File: config.mk
export PLATFORM = sky130hd
export DESIGN_NAME = instruction_cache
export DESIGN_NICKNAME = d
export VERILOG_FILES = /design/src/rtl/instruction_cache.sv
export SDC_FILE = /design/constraint.sdc
export NUM_CORES = 1
export LEC_CHECK = 0
export ABC_AREA = 1
export CAP_MARGIN = 30
export CORE_AREA = 2 2 349 351
export DETAILED_ROUTE_END_ITERATION = 12
export DIE_AREA = 0 0 351 353
export DONT_BUFFER_PORTS = 1
export GPL_TIMING_DRIVEN = 0
export PLACE_DENSITY = 0.51
export SYNTH_ARGS = -nofsm -noshare
export SYNTH_HDL_FRONTEND = slang
export SYNTH_SLANG_ARGS = --single-unit
File: constraint.sdc
create_clock -name CLK -period 13.1 [get_ports CLK]
set_input_delay 1.31 -clock CLK [delete_from_list [all_inputs] [get_ports CLK]]
set_output_delay 1.31 -clock CLK [all_outputs]
set_load 0.005 [all_outputs]
File: src/rtl/instruction_cache.sv
// Direct-mapped, read-only instruction cache between the CPU fetch port and a slow
// block-oriented instruction memory. Hits return in the same cycle; misses stall via BUSYWAIT.
module instruction_cache #(
  parameter int ADDR_W  = 10,
  parameter int INDEX_W = 3,
  parameter int BLOCK_W = 128
) (
  input  logic                CLK,
  input  logic                RESET,
  input  logic                FETCH_EN,
  input  logic [31:0]         PC,
  output logic [31:0]         INSTRUCTION,
  output logic                BUSYWAIT,
  output logic                MEM_READ,
  output logic [ADDR_W-5:0]   MEM_ADDRESS,
  input  logic [BLOCK_W-1:0]  MEM_READDATA,
  input  logic                MEM_BUSYWAIT
);

  localparam int TAG_W = ADDR_W - INDEX_W - 4;
  localparam int LINES = 2 ** INDEX_W;

  typedef enum logic {
    ST_IDLE,
    ST_MEM_READ
  } state_t;

  state_t                   state;
  logic                     mem_read_q;
  logic [ADDR_W-5:0]        miss_addr;
  logic [LINES-1:0]         valid;
  logic [TAG_W-1:0]         tag_store  [LINES];
  logic [BLOCK_W-1:0]       data_store [LINES];

  logic [INDEX_W-1:0]       index;
  logic [TAG_W-1:0]         tag;
  logic [1:0]               word_sel;
  logic [INDEX_W-1:0]       miss_index;
  logic [TAG_W-1:0]         miss_tag;
  logic                     hit;
  logic                     fill_done;
  logic                     unused_pc;

  assign index      = PC[3+INDEX_W:4];
  assign tag        = PC[ADDR_W-1:4+INDEX_W];
  assign word_sel   = PC[3:2];
  assign unused_pc  = ^{PC[31:ADDR_W], PC[1:0]};

  assign miss_index = miss_addr[INDEX_W-1:0];
  assign miss_tag   = miss_addr[ADDR_W-5:INDEX_W];

  assign hit        = valid[index] && (tag_store[index] == tag);
  assign fill_done  = (state == ST_MEM_READ) && !MEM_BUSYWAIT;

  // The word is presented whenever the line is valid; the stall tells the CPU whether it is usable.
  always_comb begin
    INSTRUCTION = 32'h0;
    if (valid[index]) begin
      INSTRUCTION = data_store[index][{word_sel, 5'b00000} +: 32];
    end
  end

  assign BUSYWAIT    = (state == ST_MEM_READ) || (FETCH_EN && !hit);
  assign MEM_READ    = mem_read_q;
  assign MEM_ADDRESS = miss_addr;

  always_ff @(posedge CLK) begin
    if (!RESET) begin
      state      <= ST_IDLE;
      mem_read_q <= 1'b0;
      miss_addr  <= '0;
      valid      <= '0;
    end else begin
      case (state)
        ST_IDLE: begin
          if (FETCH_EN && !hit) begin
            miss_addr  <= {tag, index};
            mem_read_q <= 1'b1;
            state      <= ST_MEM_READ;
          end
        end
        ST_MEM_READ: begin
          if (!MEM_BUSYWAIT) begin
            valid[miss_index] <= 1'b1;
            mem_read_q        <= 1'b0;
            state             <= ST_IDLE;
          end
        end
        default: begin
          mem_read_q <= 1'b0;
          state      <= ST_IDLE;
        end
      endcase
    end
  end

  // Arrays are only written on a completed handshake; a reset in the same cycle discards the fill.
  always_ff @(posedge CLK) begin
    if (RESET && fill_done) begin
      data_store[miss_index] <= MEM_READDATA;
      tag_store[miss_index]  <= miss_tag;
    end
  end

endmodule
==> results.sh <==
export IMPL_slew_headroom_pct=26.70
export IMPL_insertion_delay_ns=0.71
export IMPL_cts_root_buffer="clkbuf_16"
export IMPL_grt_setup_unrepaired="false"
export IMPL_finalInstanceArea_um2=48360
export IMPL_crit_fanout=11
export IMPL_place_inst=4734
export IMPL_vias=27071
export IMPL_syn2layout_area_growth_pct=15.81
export IMPL_nNetsFinal=3386
export IMPL_finalCritPeriodShare_pct=43.64
export IMPL_path_cells="inv_1 > buf_4 > buf_4 > clkbuf_1 > o21ai_0 > o221ai_1 > nand3_1 > nand3_1 > nand2_1 > a31oi_1"
export IMPL_cap_violations=0
export IMPL_final_cells=4931
export IMPL_rows=128
export IMPL_synth_mux_area_share_pct=0
export IMPL_grt_overflow=0
export IMPL_grt_pass1_vias=26235
export IMPL_yosysWarnings=0
export IMPL_io_buffers=0
export IMPL_seq_area_frac_synth_pct=76.13
export IMPL_holdCritPathClass="flop to flop"
export IMPL_synth_main_ff_cell="edfxtp_1"
export IMPL_clock_sinks=1064
export IMPL_syn_avg_cell_area_um2=13.68
export IMPL_min_period_ns=5.717
export IMPL_synth_compound_area_share_pct=12.67
export IMPL_ys_seq_elements=1064
export IMPL_drcViolationCount=0
export IMPL_numCtsBuffers=110
export IMPL_fin_skew_ns=0.04234
export IMPL_synth_edff_count=1048
export IMPL_antenna_found_initial=3
export IMPL_vdd_ir_drop_max_mv=0.1099
export IMPL_post_cts_setup_buffers=0
export IMPL_final_cell_mix="1048 x edfxtp_1, 593 x nor2_1, 517 x o21ai_0"
export IMPL_drive_gt1_share_pct=9.419
export IMPL_grt_max_degree=26
export IMPL_antenna_left=0
export IMPL_cp_end_kind="primary output"
export IMPL_p_leak_nw=15.16
export IMPL_async_flop_share_pct=0
export IMPL_cts_buffer_depth=3
export IMPL_crit_buf_inv=4
export IMPL_slowest_stage="clkbuf_1"
export IMPL_yosysUniqueCellTypes=29
export IMPL_tightest_slew_ns=1.099
export IMPL_grt_pass1_wl_mm=199.0
export IMPL_netlist_area_um2=41760
export IMPL_path_class="primary input to primary output"
export IMPL_die_h_um=353
export IMPL_start_util_pct=34.63
export IMPL_finalMaxSlewViolations=0
export IMPL_status="complete, no violations"
export IMPL_drtIter0Drc=3083
export IMPL_critPathArrivalTime_ns=4.41
export IMPL_cts_resized=0
export IMPL_yosys_area_share_simple_pct=7.917
export IMPL_place_hpwl_mm=97.44
export IMPL_die_w_um=351
export IMPL_post_route_util_pct=40.10
export IMPL_dr_pass1_iters=5
export IMPL_fmax_mhz=174.9
export IMPL_critical_path_required_ns=11.79
export IMPL_finalWeightedCongestion=0.8163
export IMPL_synth_area_top_cells="edfxtp_1 75%, o21ai_0 6.2%, nor2_1 5.4%"
export IMPL_routed_wl_mm=142.5
export IMPL_cts_tree="built"
export IMPL_synth_adder_area_share_pct=0
export IMPL_path_delay_family="buffers and inverters"
export IMPL_setup_viol_count_final=0
export IMPL_grt_usage_pct=22.68
export IMPL_core_area_um2=120600
export IMPL_yosys_area_top_type="edfxtp_1"
export IMPL_place_area_um2=45020
export IMPL_synth_fp_nets=3216
export IMPL_worstSetupStartpointType="primary input"
export IMPL_yosys_area_top_type_share_pct=75.37
export IMPL_die_area_um2=123900
export IMPL_h_tree_depth=3
export IMPL_cts_hold_buf=0
export IMPL_vias_per_cell=5.490
export IMPL_p_per_area_nw_per_um2=148.1
export IMPL_synth_cells=3052
export IMPL_synthXorXnorAreaFrac_pct=0
export IMPL_critPathMaxStageDelay_ns=0.76
export IMPL_nFillCells=11217
export IMPL_layout_commonest_cell="edfxtp_1"
export IMPL_synth_top_family_by_area="compound AO/OA/AOI/OAI gates"
export IMPL_wl_per_cell_um=28.89
export IMPL_io_pins=204
export IMPL_clk_pin_slew_worst_paths_ns=0.06
export IMPL_hold_viol_final=0
## Yosys cell counts (6+ instances only)
library cell / instances
nand2_1: 92
nor2_1: 601
and3_1: 9
buf_6: 17
nand3_1: 116
nand4_1: 6
edfxtp_1: 1048
o21ai_1: 28
o21ai_0: 517
o21bai_1: 7
o22ai_1: 96
inv_1: 46
o211ai_1: 87
clkbuf_1: 129
buf_1: 8
o221ai_1: 133
a31oi_1: 12
dfxtp_1: 16
buf_2: 40
buf_4: 30
## sequential cells by signal, summed over array words and instances (netlist names)
register     cells
data_store    1024
MEM_READ         1
tag_store       24
state            1
MEM_ADDRESS      6
valid            8
## worst paths after layout
kind / depth (start not counted) / from / to / slack [ns]
worst max-delay path: 10 / PC[5] / INSTRUCTION[8] / 7.38
worst min-delay path: 2 / valid[1] / valid[1] / 0.48
worst max register to register: 9 / state / data_store[2][1] / 9.62
worst min register to register: 2 / valid[1] / valid[1] / 0.48
## cells by family after synthesis
logic type	count (synthesis)
AND/OR/NAND/NOR	827
AO/OA/AOI/OAI	883
buffers and inverters	278
flip-flops	1064
## per-layer routing
metal | vias up | GRT usage (%) | share of wire (%)
li1 | 11908 | - | -
met1 | 13785 | 29.94 | 41
met2 | 1171 | 36.05 | 47
met3 | 205 | 6.811 | 10
met4 | 2 | 6.721 | 2.5
met5 | - | 0 | 0.0098
## metrics by stage
step / TNS [ns] / total power [mW] / setup WS [ns] / hold WS, ns
after global placement: -1635.33 / 4.273 / -1.871 / 0.4482
after floorplan: 0 / 4.074 / 4.997 / 0.4198
after global routing: 0 / 7.335 / 7.471 / 0.5096
final: 0 / 7.160 / 7.383 / 0.4766
after CTS: 0 / 7.184 / 7.499 / 0.4710
after detailed placement: 0 / 4.277 / 7.508 / 0.4578
## cell type report
| cell class | count | area, um^2 | area share (%) |
|---|---|---|---|
| repair buffers | 58 | 1185 | 2.450 |
| multi-input cells | 1710 | 8655 | 17.90 |
| diodes | 4 | 10.01 | 0.02070 |
| well taps | 1625 | 2033 | 4.205 |
| clock buffers | 131 | 2874 | 5.943 |
| flip-flops and latches | 1064 | 31790 | 65.74 |
| clock inverters | 61 | 439.2 | 0.9082 |
| inverters | 50 | 190.2 | 0.3933 |
| plain buffers | 228 | 1181 | 2.442 |
## tightest hold or removal path, stage by stage, from the launching register on
cell and delay (ns):
dfxtp_1 0.34, nand2_1 0.05, o21ai_0 0.06
## power breakdown
group / internal (mW) / switching (mW) / total (mW)
Clock: 1.63 / 1.32 / 2.95
Combinational: 0.111 / 0.327 / 0.438
Sequential: 3.76 / 0.00860 / 3.77
No activity file was read; power rests on OpenSTA's default activity.
